<file path="src/rtl/clip_controller_if.sv">
// Button, sample-tick, display and sample-memory signals of the clip controller.
// The master modport is the panel/memory side; the slave modport is the controller itself.
interface clip_controller_if #(
    parameter int OFF_W = 14
) ();
    logic               btn_record_i;
    logic               btn_play_i;
    logic               btn_next_i;
    logic               btn_prev_i;
    logic               sample_tick_i;
    logic [3:0]         sel_clip_o;
    logic [3:0]         play_clip_o;
    logic [3:0]         record_clip_o;
    logic               play_en_o;
    logic               record_en_o;
    logic [4+OFF_W-1:0] mem_addr_o;
    logic               mem_we_o;

    modport master (
        output btn_record_i, btn_play_i, btn_next_i, btn_prev_i, sample_tick_i,
        input  sel_clip_o, play_clip_o, record_clip_o, play_en_o, record_en_o,
        input  mem_addr_o, mem_we_o
    );

    modport slave (
        input  btn_record_i, btn_play_i, btn_next_i, btn_prev_i, sample_tick_i,
        output sel_clip_o, play_clip_o, record_clip_o, play_en_o, record_en_o,
        output mem_addr_o, mem_we_o
    );
endinterface

</file>
<file path="src/rtl/clip_controller.sv">
// Button debounce plus record/play FSM over a bank of clips with per-clip lengths.
// Define CLIP_CTRL_DEBOUNCE_EN to insert the per-button stability counters.
module clip_controller #(
    parameter int NUM_CLIPS       = 5,
    parameter int OFF_W           = 14,
    parameter int DEBOUNCE_CYCLES = 1000000
) (
    input  logic             clock_i,
    input  logic             reset_i,
    clip_controller_if.slave bus
);
    localparam int LEN_W = OFF_W + 1;

    typedef enum logic [1:0] {IDLE, RECORD, PLAY} state_t;

    // Button order in the vectors below: 0 record, 1 play, 2 next, 3 prev.
    logic [3:0] btn_raw;
    logic [3:0] press_reg;

    assign btn_raw = {bus.btn_prev_i, bus.btn_next_i, bus.btn_play_i, bus.btn_record_i};

    generate
        for (genvar gi = 0; gi < 4; gi++) begin : g_btn
            logic sync1_reg;
            logic sync2_reg;
            logic level;
            logic level_d_reg;

            always_ff @(posedge clock_i or negedge reset_i) begin
                if (!reset_i) begin
                    sync1_reg <= 1'b0;
                    sync2_reg <= 1'b0;
                end else begin
                    sync1_reg <= btn_raw[gi];
                    sync2_reg <= sync1_reg;
                end
            end

`ifdef CLIP_CTRL_DEBOUNCE_EN
            localparam int CNT_W = $clog2(DEBOUNCE_CYCLES + 1);
            logic [CNT_W-1:0] cnt_reg;
            logic             level_reg;

            // Any sample equal to the accepted level restarts the stability count.
            always_ff @(posedge clock_i or negedge reset_i) begin
                if (!reset_i) begin
                    cnt_reg   <= '0;
                    level_reg <= 1'b0;
                end else if (sync2_reg == level_reg) begin
                    cnt_reg <= '0;
                end else if (cnt_reg == CNT_W'(DEBOUNCE_CYCLES - 1)) begin
                    cnt_reg   <= '0;
                    level_reg <= sync2_reg;
                end else begin
                    cnt_reg <= cnt_reg + CNT_W'(1);
                end
            end
            assign level = level_reg;
`else
            assign level = sync2_reg;
`endif

            always_ff @(posedge clock_i or negedge reset_i) begin
                if (!reset_i) begin
                    level_d_reg   <= 1'b0;
                    press_reg[gi] <= 1'b0;
                end else begin
                    level_d_reg   <= level;
                    press_reg[gi] <= level & ~level_d_reg;
                end
            end
        end
    endgenerate

    state_t           state_reg;
    logic [3:0]       sel_reg;
    logic [OFF_W-1:0] offset_reg;
    logic [LEN_W-1:0] len_reg [NUM_CLIPS];
    logic [3:0]       play_clip_reg;
    logic [3:0]       record_clip_reg;
    logic             play_en_reg;
    logic             record_en_reg;

    logic [LEN_W-1:0] len_sel;
    logic [LEN_W-1:0] offset_ext;
    logic [3:0]       sel_inc;
    logic [3:0]       sel_dec;
    logic             tick;

    assign tick       = bus.sample_tick_i;
    assign offset_ext = {1'b0, offset_reg};
    assign sel_inc    = (sel_reg == 4'(NUM_CLIPS - 1)) ? 4'd0 : sel_reg + 4'd1;
    assign sel_dec    = (sel_reg == 4'd0) ? 4'(NUM_CLIPS - 1) : sel_reg - 4'd1;

    always_comb begin
        len_sel = '0;
        for (int i = 0; i < NUM_CLIPS; i++) begin
            if (sel_reg == 4'(i)) len_sel = len_reg[i];
        end
    end

    always_ff @(posedge clock_i or negedge reset_i) begin
        if (!reset_i) begin
            state_reg       <= IDLE;
            sel_reg         <= 4'd0;
            offset_reg      <= '0;
            play_clip_reg   <= 4'hF;
            record_clip_reg <= 4'hF;
            play_en_reg     <= 1'b0;
            record_en_reg   <= 1'b0;
            for (int i = 0; i < NUM_CLIPS; i++) len_reg[i] <= '0;
        end else begin
            case (state_reg)
                IDLE: begin
                    if (press_reg[0]) begin
                        state_reg       <= RECORD;
                        offset_reg      <= '0;
                        record_en_reg   <= 1'b1;
                        record_clip_reg <= sel_reg;
                        for (int i = 0; i < NUM_CLIPS; i++)
                            if (sel_reg == 4'(i)) len_reg[i] <= '0;
                    end else if (press_reg[1]) begin
                        if (len_sel != '0) begin
                            state_reg     <= PLAY;
                            offset_reg    <= '0;
                            play_en_reg   <= 1'b1;
                            play_clip_reg <= sel_reg;
                        end
                    end else if (press_reg[2]) begin
                        sel_reg <= sel_inc;
                    end else if (press_reg[3]) begin
                        sel_reg <= sel_dec;
                    end
                end
                RECORD: begin
                    // The tick's write is committed before any exit takes effect.
                    if (tick) begin
                        offset_reg <= offset_reg + OFF_W'(1);
                        for (int i = 0; i < NUM_CLIPS; i++)
                            if (sel_reg == 4'(i)) len_reg[i] <= offset_ext + LEN_W'(1);
                    end
                    if ((tick && offset_reg == {OFF_W{1'b1}}) || press_reg[0]) begin
                        state_reg       <= IDLE;
                        offset_reg      <= '0;
                        record_en_reg   <= 1'b0;
                        record_clip_reg <= 4'hF;
                    end
                end
                PLAY: begin
                    if (tick) offset_reg <= offset_reg + OFF_W'(1);
                    if ((tick && offset_ext == len_sel - LEN_W'(1)) || press_reg[1]) begin
                        state_reg     <= IDLE;
                        offset_reg    <= '0;
                        play_en_reg   <= 1'b0;
                        play_clip_reg <= 4'hF;
                    end
                end
                default: state_reg <= IDLE;
            endcase
        end
    end

    assign bus.sel_clip_o    = sel_reg;
    assign bus.play_clip_o   = play_clip_reg;
    assign bus.record_clip_o = record_clip_reg;
    assign bus.play_en_o     = play_en_reg;
    assign bus.record_en_o   = record_en_reg;
    assign bus.mem_addr_o    = {sel_reg, offset_reg};
    assign bus.mem_we_o      = record_en_reg & tick;
endmodule

</file>
<file path="src/flat_wrapper.sv">
// flat-port wrapper written by rule: the top's interface ports become plain ports
module clip_controller_flat 
#(
    parameter int NUM_CLIPS       = 5,
    parameter int OFF_W           = 14,
    parameter int DEBOUNCE_CYCLES = 1000000
)
  (clock_i, reset_i, bus_btn_record_i, bus_btn_play_i, bus_btn_next_i, bus_btn_prev_i, bus_sample_tick_i, bus_sel_clip_o, bus_play_clip_o, bus_record_clip_o, bus_play_en_o, bus_record_en_o, bus_mem_addr_o, bus_mem_we_o);
  clip_controller_if #(.OFF_W(OFF_W)) bus_i ();
  input  logic clock_i;
  input  logic reset_i;
  input wire logic [$bits(bus_i.btn_record_i)-1:0] bus_btn_record_i;
  input wire logic [$bits(bus_i.btn_play_i)-1:0] bus_btn_play_i;
  input wire logic [$bits(bus_i.btn_next_i)-1:0] bus_btn_next_i;
  input wire logic [$bits(bus_i.btn_prev_i)-1:0] bus_btn_prev_i;
  input wire logic [$bits(bus_i.sample_tick_i)-1:0] bus_sample_tick_i;
  output wire logic [$bits(bus_i.sel_clip_o)-1:0] bus_sel_clip_o;
  output wire logic [$bits(bus_i.play_clip_o)-1:0] bus_play_clip_o;
  output wire logic [$bits(bus_i.record_clip_o)-1:0] bus_record_clip_o;
  output wire logic [$bits(bus_i.play_en_o)-1:0] bus_play_en_o;
  output wire logic [$bits(bus_i.record_en_o)-1:0] bus_record_en_o;
  output wire logic [$bits(bus_i.mem_addr_o)-1:0] bus_mem_addr_o;
  output wire logic [$bits(bus_i.mem_we_o)-1:0] bus_mem_we_o;
  assign bus_i.btn_record_i = bus_btn_record_i;
  assign bus_i.btn_play_i = bus_btn_play_i;
  assign bus_i.btn_next_i = bus_btn_next_i;
  assign bus_i.btn_prev_i = bus_btn_prev_i;
  assign bus_i.sample_tick_i = bus_sample_tick_i;
  assign bus_sel_clip_o = bus_i.sel_clip_o;
  assign bus_play_clip_o = bus_i.play_clip_o;
  assign bus_record_clip_o = bus_i.record_clip_o;
  assign bus_play_en_o = bus_i.play_en_o;
  assign bus_record_en_o = bus_i.record_en_o;
  assign bus_mem_addr_o = bus_i.mem_addr_o;
  assign bus_mem_we_o = bus_i.mem_we_o;
  clip_controller #(.NUM_CLIPS(NUM_CLIPS), .OFF_W(OFF_W), .DEBOUNCE_CYCLES(DEBOUNCE_CYCLES)) u_core (.clock_i(clock_i), .reset_i(reset_i), .bus(bus_i));
endmodule
</file>
<file path="config.mk">
export PLATFORM = sky130hd
export DESIGN_NAME = clip_controller_flat
export DESIGN_NICKNAME = d
export VERILOG_FILES = /design/src/rtl/clip_controller_if.sv /design/src/rtl/clip_controller.sv /design/src/flat_wrapper.sv
export SDC_FILE = /design/constraint.sdc
export NUM_CORES = 1
export LEC_CHECK = 0
export CELL_PAD_IN_SITES_DETAIL_PLACEMENT = 1
export CELL_PAD_IN_SITES_GLOBAL_PLACEMENT = 2
export CORE_MARGIN = 1.5
export CORE_UTILIZATION = 34
export CTS_CLUSTER_DIAMETER = 200
export DETAILED_ROUTE_END_ITERATION = 8
export PLACE_DENSITY_LB_ADDON = 0.1
export SYNTH_ARGS = -nofsm -noshare
export SYNTH_HDL_FRONTEND = slang
export SYNTH_SLANG_ARGS = --single-unit
</file>
<file path="constraint.sdc">
create_clock -name clock_i -period 3.9 [get_ports clock_i]
set_input_delay 1.17 -clock clock_i [delete_from_list [all_inputs] [get_ports clock_i]]
set_output_delay 1.17 -clock clock_i [all_outputs]
set_load 0.05 [all_outputs]
</file>
==> metrics.txt, run 1 <==
Post-route DRC=2; post-detailed-placement half-perimeter wirelength=15400 µm; cell taking the most area after synthesis=dfrtp_1; Clock Latency Late Sink=between 0.4 and 0.5 ns; number of synthesized register bits=121; Lkg Pwr=3.44 nW; max reg flops=75; syn_area_per_cell=around 9 µm²; GRT Overall Usage=0.230; Critical Path Source=u_core.bus.sel_clip_o[0]$_DFFE_PN0P_; Net Count, Synth=702; failing checks=design-rule violations, negative setup slack; post-route ant nets=0; crit start category=register; synthesis-to-layout area growth=29.0%; final WL=21400 µm; global-route wire length before repair=34500 µm; IO Pins=40; clock sink count=between 100 and 150; # rows=49; Initial Utilization=0.349; number of synthesized flops with an enable pin=0; R2R Path Start=u_core.bus.sel_clip_o[0]$_DFFE_PN0P_; r2r endpoint=u_core.offset_reg[4]$_DFFE_PN0P_; Crit path required time=~4.2 ns; die extent in y=around 140 µm; largest net degree at the start of global routing=75; critical path class=reg2reg; Seq. cell area=0.00305 mm²; worst-path maximum fanout=6; relative slew slack=0.533; Post-Place Setup Slack=-0.402 ns; Synth cell types=75; reg-to-reg slack, setup=-0.08 ns; Synth area leaders=dfrtp_1 (45%), nand2_1 (7.5%), o21ai_0 (6.9%), dfstp_2 (3.3%), a21oi_1 (2.1%); utilization after layout=0.451; status=finished, violations left; top-count cell post-synth=nand2_1; Synth Flop Type=dfrtp_1; Mapped Area=0.00634 mm²; Critical Path End=u_core.offset_reg[4]$_DFFE_PN0P_; Critical Path AT=4.30 ns; Critical Path End Type=register; Peak supply drop=362 µV; initial antenna violation count=0; initial DRC count=279; CTS max path bufs=2; Synth top area share=0.446; Hold Crit Class=reg2reg; die area=around 0.019 mm²; Final Hold Vio Count=0; H-tree depth=4; fill cell count=slightly above 2000; # diodes=0; global placement routability congestion=approximately 0.86; RSZ-0062 raised after global routing=true; P per Cell Area=886 mW/mm²; Via density=5.53; Mapped Cells=between 600 and 700; part of the Yosys area used for sequential elements=0.479; final net count=782; area of the multi-input gates=0.00320 mm²; Max Cap Violations=0; Post-Route Setup TNS=-0.248 ns; Chip Width=140 µm; hold_sp=u_core.g_btn[3].sync1_reg$_DFF_PN0_; core area=0.0181 mm²; Tcrit/Tclk final=1.02; TritonRoute pass-1 iters=6; Async SR Flop Fraction=1.00; hold buffer count at cts=0; via count=5567; placed cell areas=0.00730 mm²; clk_skew=0.0111 ns; Finished Cell Area=0.00818 mm²; Fmax=about 250 MHz; worst reg-to-reg path cell count=14; TritonCTS Buffers=17; Worst Tran Pin Value=approximately 0.70 ns; Avg WL per Cell=21.2 µm; share of cells above drive strength 1=0.220; Worst Slack Setup Final=-0.0827 ns; final slew viol count=0; final setup vio count=4; synth warn=0; IO buf count=39; Root Buffer=clkbuf_16; CTS tree=built; GRT Residual Overflow=0; Post-synth top cells=nand2_1 (127), dfrtp_1 (113), o21ai_0 (88), clkbuf_1 (33), a21oi_1 (27); vias in the first global route=6049; Reg clk slew, reported paths=approximately 0.060 ns; post-layout minimum cycle time=3.98 ns
per-stage QoR:
step           hold slack, ns  power, mW  std cells
6_report                0.350       7.25       1007
5_1_grt                 0.360       7.68       1007
4_1_cts                 0.350       7.17       1004
3_5_place_dp            0.337       5.34        964
3_3_place_gp            0.333       5.24        964
2_1_floorplan           0.331       3.88        685
report_power, final:
part           leakage, nW  switching, mW  internal (mW)  total, mW
clock                0.280          0.625          0.962       1.59
combinational         1.55           2.39           1.71       4.10
sequential            1.61          0.127           1.44       1.56
per-layer routing:
metal	routed length, µm	vias to the layer above	GRT usage
li1	-	2609	-
met1	9700	2837	0.295
met2	10600	96	0.394
met3	666	25	0.0379
met4	386	0	0.0798
met5	0	-	0
critical path, stage by stage (launching register included):
cell,delay (ns)
dfrtp_4,0.53
ha_4,0.19
or2_4,0.27
buf_4,0.17
a221o_1,0.32
a22oi_2,0.26
nand4_2,0.21
nor3_1,0.36
a221oi_1,0.15
a211oi_2,0.32
nor4_4,0.10
o21ai_4,0.35
nand4_4,0.20
buf_4,0.21
o31ai_1,0.23
placed cells by master (no fill, tap or decap), drive strengths merged, types with 5 or more instances in the layout:
master | synthesis | final
dfrtp | 113 | 113
o211ai | 7 | 7
o31ai | 5 | 5
a22oi | 16 | 16
a221o | 8 | 8
nand3 | 11 | 11
ha | 10 | 10
buf | 18 | 74
o21ai | 99 | 99
nor3 | 9 | 9
nand2 | 127 | 127
clkdlybuf4s50 | 0 | 37
and3 | 11 | 11
nand2b | 13 | 13
xnor2 | 15 | 15
dfstp | 8 | 8
a221oi | 6 | 6
nor2 | 22 | 22
xor2 | 15 | 15
nor2b | 9 | 9
clkinv | 0 | 6
o22ai | 12 | 12
and2 | 5 | 5
clkbuf | 33 | 20
inv | 17 | 19
a21oi | 27 | 27
logic make-up (layout without fill, tap and decap cells):
kind of cell / Yosys count / count (layout) / share of synthesized area
xor gates and xnor gates: 30 / 30 / 0.0414
AOI/OAI and AO/OA: 220 / 220 / 0.229
muxes: 3 / 3 / 0.00493
and+or+nand+nor: 233 / 233 / 0.179
DFF: 121 / 121 / 0.479
adders and majority gates: 10 / 10 / 0.0197
buffers and inverters: 68 / 161 / 0.0475
worst min-delay path by stage:
stage / endpoint / slack (ns) / cells past startpoint
finish: u_core.g_btn[3].level$_DFF_PN0_ / 0.35 / 0
global route: u_core.g_btn[3].level$_DFF_PN0_ / 0.36 / 0
CTS: u_core.g_btn[0].level$_DFF_PN0_ / 0.35 / 0
detailed placement: u_core.g_btn[0].level$_DFF_PN0_ / 0.34 / 0
global placement: u_core.g_btn[0].level$_DFF_PN0_ / 0.33 / 0
floorplan: u_core.g_btn[0].level$_DFF_PN0_ / 0.33 / 0
area by class of cell:
class                   instances  share of cell area
multi-input cells             496               0.391
flip-flops and latches        121               0.372
repair buffers                112               0.122
clock buffers                  19              0.0541
well taps                     229              0.0350
clock inverters                13              0.0177
inverters                      17             0.00810
repair_timing:
item                       in CTS  in global routing
pin swaps                       8                 15
gates resized for setup        17                 24
gates cloned                    1                  0
setup endpoints to repair      20                 21
setup buffers                   7                  4
(Power assumes the default switching activity.)
==> run 2, diff against run 1 <==
- CELL_PAD_IN_SITES_DETAIL_PLACEMENT: 1 -> unset
- CELL_PAD_IN_SITES_GLOBAL_PLACEMENT: 2 -> unset
- CORE_UTILIZATION: 34 -> 54
- GPL_TIMING_DRIVEN: unset -> 0
- PLACE_DENSITY: unset -> 0.77
- PLACE_DENSITY_LB_ADDON: 0.1 -> unset
- SKIP_CTS_REPAIR_TIMING: unset -> 1
==> metrics.txt, run 2 (same netlist as run 1, synthesis figures left out) <==
IO buf count=39 (unchanged); Chip Width=111 µm (-20%); WP buf/inv=5 (+3); Finished Cell Area=0.00798 mm² (-2.4%); Root Buffer=clkbuf_16; global placement routability congestion=0.929 (+8.5%); Critical Path End Type=register; final slew viol count=0 (unchanged); core area=0.0114 mm² (-37%); Post-route DRC=0 (-2); placed cell areas=0.00699 mm² (-4.4%); # rows=39 (-20%); placed cell count=868 (-10%); post-detailed-placement half-perimeter wirelength=12000 µm (-22%); worst-path maximum fanout=10 (+4); Worst Tran Pin Value=0.940 ns (+0.244 ns); Peak supply drop=835 µV (+130%); Critical Path AT=4.51 ns (+0.21 ns); clock sink count=121 (unchanged); Initial Utilization=0.555 (+0.206); largest net degree at the start of global routing=77 (+2.7%); worst path cell trace=inv_2 > ha_2 > and3b_1 > clkbuf_4 > clkbuf_4 > a21oi_1 > ha_2 > o21ai_4 > or4_4 > or3_4 > o31ai_4 > o2111ai_2 > nor4_4 > buf_4 > o21ai_4 > buf_6 > a22oi_2 > o31ai_2; initial antenna violation count=0 (unchanged); post-layout minimum cycle time=4.22 ns (+0.234 ns); CTS tree=built; Post-Place Setup Slack=-0.632 ns (-0.230 ns); CTS max path bufs=2 (unchanged); GRT Overall Usage=0.279 (+0.0491); H-tree depth=4 (unchanged); Worst Slack Setup Final=-0.317 ns (-0.234 ns); Clock Latency Late Sink=0.42 ns (about the same); Avg WL per Cell=19.7 µm (-7.2%); final setup vio count=21 (+17); TritonCTS Buffers=17 (unchanged); global-route wire length before repair=27200 µm (-21%); most common cell after layout, fill and taps aside=nand2_1; # diodes=0 (unchanged); critical path class=reg2reg; Fmax=237 MHz (-5.6%); synthesis-to-layout area growth=25.9%; P per Cell Area=862 mW/mm² (-2.7%); Max Cap Violations=0 (unchanged); RSZ-0062 raised after global routing=true; share of cells above drive strength 1=0.189 (-0.0309); clk_skew=0.00834 ns (-0.00280 ns); utilization after layout=0.699 (+0.248); vias in the first global route=5412 (-11%); CP max stage delay=0.47 ns (-0.06 ns); post-route ant nets=0 (unchanged); die area=0.0124 mm² (-36%); Lkg Pwr=3.31 nW (-3.7%); Reg clk slew, reported paths=0.06 ns (about the same); max reg flops=75 (unchanged); GRT Residual Overflow=0 (unchanged); Crit path max-delay family=simple AND/OR/NAND/NOR gates; status=finished, violations left; Hold Crit Class=reg2reg; relative slew slack=0.371 (-0.163); die extent in y=111 µm (-20%); Finished Layout Cells=916 (-9.0%); initial DRC count=693 (+150%); most frequent cells in the layout=nand2_1 (127), dfrtp_1 (111), o21ai_0 (82), clkdlybuf4s50_1 (37), clkbuf_1 (30); Tcrit/Tclk final=1.08 (+0.0600); TritonRoute pass-1 iters=6 (unchanged); fill cell count=845 (-59%); crit start category=register; Crit path required time=4.20 ns (-0.02 ns); final net count=778 (-0.51%); Via density=6.39 (+16%); IO Pins=40 (unchanged); failing checks=negative setup slack; Final Hold Vio Count=0 (unchanged); final WL=18000 µm (-16%); via count=5849 (+5.1%); Worst path slowest cell=dfrtp_4
==> run 2: metrics by stage <==
stage                     hold slack, ns  total power [mW]  TNS (ns)
after floorplan                    0.331              3.88     -2.31
after global placement             0.333              4.61   -333.48
after detailed placement           0.336              4.70    -16.92
after CTS                          0.349              6.29    -13.94
after global routing               0.354              7.19     -7.62
final                              0.347              6.88     -4.98
==> run 2: report_power, final <==
part | internal, mW | switching [mW] | total [mW]
Combinational | 1.42 | 2.34 | 3.76
Sequential | 1.43 | 0.126 | 1.56
Clock | 0.958 | 0.602 | 1.56
==> run 2: per-layer routing <==
layer | routed length [µm] | GRT usage | vias to the layer above
met5 | 0 | 0 | -
met3 | 1420 | 0.0539 | 46
met2 | 8900 | 0.443 | 294
li1 | - | - | 2598
met4 | 419 | 0.102 | 0
met1 | 7290 | 0.385 | 2911
==> run 2: cell type report <==
cell class / instances / area (µm²) / share of cell area
Tap cell: 143 / 179 / 0.0224
Buffer: 50 / 260 / 0.0326
Inverter: 17 / 63.8 / 0.00799
Clock buffer: 18 / 439 / 0.0550
Clock inverter: 13 / 145 / 0.0182
Timing Repair Buffer: 57 / 562 / 0.0704
Multi-Input combinational cell: 497 / 3290 / 0.412
Sequential cell: 121 / 3050 / 0.381
==> run 2: worst paths after layout <==
check,startpoint,depth (start not counted),to,slack [ns]
hold / removal,u_core.g_btn[1].sync1_reg$_DFF_PN0_,0,u_core.g_btn[1].level$_DFF_PN0_,0.35
setup / recovery,u_core.bus.sel_clip_o[1]$_DFFE_PN0P_,18,u_core.offset_reg[4]$_DFFE_PN0P_,-0.32
setup reg to reg,u_core.bus.sel_clip_o[1]$_DFFE_PN0P_,18,u_core.offset_reg[4]$_DFFE_PN0P_,-0.32
hold reg to reg,u_core.g_btn[1].sync1_reg$_DFF_PN0_,0,u_core.g_btn[1].level$_DFF_PN0_,0.35
min in group asynchronous,reset_i,1,u_core.bus.sel_clip_o[1]$_DFFE_PN0P_,0.68
max in group asynchronous,reset_i,2,u_core.len_reg[22]$_DFFE_PN0P_,2.50
==> run 3, diff against run 2 <==
- CORE_ASPECT_RATIO: unset -> 1.1
- GPL_TIMING_DRIVEN: 0 -> unset
- SKIP_CTS_REPAIR_TIMING: 1 -> unset
==> metrics.txt, run 3 (same netlist as run 1, synthesis figures left out) <==
status=finished, violations left; failing checks=negative setup slack; max reg flops=75 (unchanged); Clock Latency Late Sink=0.43 ns (about the same); Critical Path AT=4.21 ns (-0.30 ns); final net count=774 (-0.51%); Fmax=256 MHz (+7.8%); worst-path maximum fanout=5 (-5); CTS tree=built; Post-route DRC=0 (unchanged); global-route wire length before repair=29100 µm (+7.0%); Crit path required time=4.20 ns (about the same); H-tree depth=4 (unchanged); fill cell count=852 (+0.83%); Chip Width=106 µm (-4.5%); hold buffer count at cts=0; Clk pwr share=0.224 (-0.003); Tcrit/Tclk final=1.00 (-0.0780); # diodes=0 (unchanged); CTS max path bufs=2 (unchanged); most common cell after layout, fill and taps aside=nand2_1; final WL=18900 µm (+5.0%); Critical Path End Type=register; Cell Int Power=4.15 mW (+8.9%); worst path cell trace=ha_4 > or2_4 > buf_12 > a221o_1 > buf_4 > a22oi_1 > xor2_1 > or4b_1 > o211ai_1 > o22ai_1 > nor4_4 > buf_6 > o21ai_4 > buf_6 > a22oi_2 > o31ai_2; post-layout minimum cycle time=3.91 ns (-0.304 ns); GRT Overall Usage=0.309 (+0.0299); CP max stage delay=0.52 ns (+0.05 ns); most frequent CP cell=buf_6; RSZ-0062 raised after global routing=true; Lkg Pwr=3.40 nW (+2.8%); Peak supply drop=508 µV (-39%); Reg power frac=0.216 (-0.011); die area=0.0124 mm² (about the same); Via density=6.34 (-0.69%); share of cells above drive strength 1=0.222 (+0.0332); NetSw=3.08 mW (+0.25%); switching share of power=0.426 (-0.0204); post-route ant nets=0 (unchanged); crit start category=register; clk_skew=0.00565 ns (-0.00269 ns); vias in the first global route=5569 (+2.9%); Crit path max-delay family=compound AO/OA/AOI/OAI gates; largest net degree at the start of global routing=67 (-13%); GRT Residual Overflow=0 (unchanged); synthesis-to-layout area growth=27.6%; Logic pwr share=0.560 (+0.013); TritonCTS Buffers=17 (unchanged); Finished Layout Cells=920 (+0.44%); via count=5834 (-0.26%); IO Pins=40 (unchanged); WP buf/inv=4 (-1); Max Cap Violations=0 (unchanged); critical path class=reg2reg; clock sink count=121 (unchanged); TritonRoute pass-1 iters=7 (+1); Reg clk slew, reported paths=0.06 ns (about the same); Final Hold Vio Count=0 (unchanged); placed cell count=875 (+0.81%); Worst Slack Setup Final=-0.0127 ns (+0.304 ns); Root Buffer=clkbuf_16; global placement routability congestion=0.896 (-3.5%); most frequent cells in the layout=nand2_1 (127), dfrtp_1 (111), o21ai_0 (86), buf_4 (58), clkdlybuf4s50_1 (37); Avg WL per Cell=20.6 µm (+4.5%); IO buf count=39 (unchanged); final setup vio count=1 (-95%); die extent in y=117 µm (+4.7%); final slew viol count=0 (unchanged); # rows=41 (+5.1%); post-detailed-placement half-perimeter wirelength=12300 µm (+2.0%); relative slew slack=0.433 (+0.0627); Initial Utilization=0.554 (-0.00103); P per Cell Area=894 mW/mm² (+3.7%); Finished Cell Area=0.00809 mm² (+1.3%); core area=0.0114 mm² (+0.19%); initial DRC count=518 (-25%); Worst Tran Pin Value=0.850 ns (-0.0899 ns); placed cell areas=0.00713 mm² (+2.1%); Worst path slowest cell=dfrtp_4; Hold Crit Class=reg2reg; initial antenna violation count=0 (unchanged)
==> run 3: per-stage QoR <==
step	total power, mW	worst slack [ns]	setup TNS (ns)	hold slack (ns)	util
finish	7.23	-0.0127	-0.0127	0.359	0.707
global route	7.57	-0.141	-1.82	0.365	0.707
CTS	6.81	0.0000555	0	0.364	0.684
detailed placement	5.05	-0.219	-2.70	0.343	0.623
global placement	4.98	-0.0984	-0.579	0.332	0.623
floorplan	3.88	-0.159	-2.31	0.331	-
==> run 3: power groups by stage <==
stage	combinational, mW	clock (mW)	sequential, mW
2_1_floorplan	2.07	0	1.81
3_3_place_gp	3.41	0	1.56
3_5_place_dp	3.48	0	1.57
4_1_cts	3.63	1.63	1.56
5_1_grt	4.31	1.68	1.58
6_report	4.05	1.62	1.56
==> run 3: repair_timing <==
item	4_1_cts	5_1_grt
resized for setup	13	35
buffers inserted	2	8
gates cloned	1	2
pin swaps	6	21
endpoints found under the setup margin	20	21
==> run 3: final cells by class <==
class | instances | area (µm²) | share of cell area
Clock buffer | 22 | 464 | 0.0574
Clock inverter | 10 | 141 | 0.0175
Inverter | 17 | 63.8 | 0.00789
Multi-Input combinational cell | 499 | 3300 | 0.408
Sequential cell | 121 | 3050 | 0.376
Tap cell | 150 | 188 | 0.0232
Timing Repair Buffer | 101 | 891 | 0.110
==> run 3: worst paths after layout <==
kind	start	end	slack (ns)	depth (start not counted)
max	u_core.bus.sel_clip_o[0]$_DFFE_PN0P_	u_core.offset_reg[4]$_DFFE_PN0P_	-0.01	16
min	u_core.g_btn[3].sync1_reg$_DFF_PN0_	u_core.g_btn[3].level$_DFF_PN0_	0.36	0
max reg2reg	u_core.bus.sel_clip_o[0]$_DFFE_PN0P_	u_core.offset_reg[4]$_DFFE_PN0P_	-0.01	16
min reg2reg	u_core.g_btn[3].sync1_reg$_DFF_PN0_	u_core.g_btn[3].level$_DFF_PN0_	0.36	0
max in group asynchronous	reset_i	u_core.len_reg[5]$_DFFE_PN0P_	2.20	2
min in group asynchronous	reset_i	u_core.len_reg[12]$_DFFE_PN0P_	0.86	1
==> run 3: routing by layer <==
| layer | track usage | wire (µm) | vias to the layer above |
|---|---|---|---|
| met5 | 0 | 0 | - |
| met4 | 0.159 | 689 | 0 |
| met3 | 0.0664 | 1220 | 62 |
| met2 | 0.497 | 9250 | 281 |
| met1 | 0.397 | 7780 | 2899 |
| li1 | - | - | 2592 |
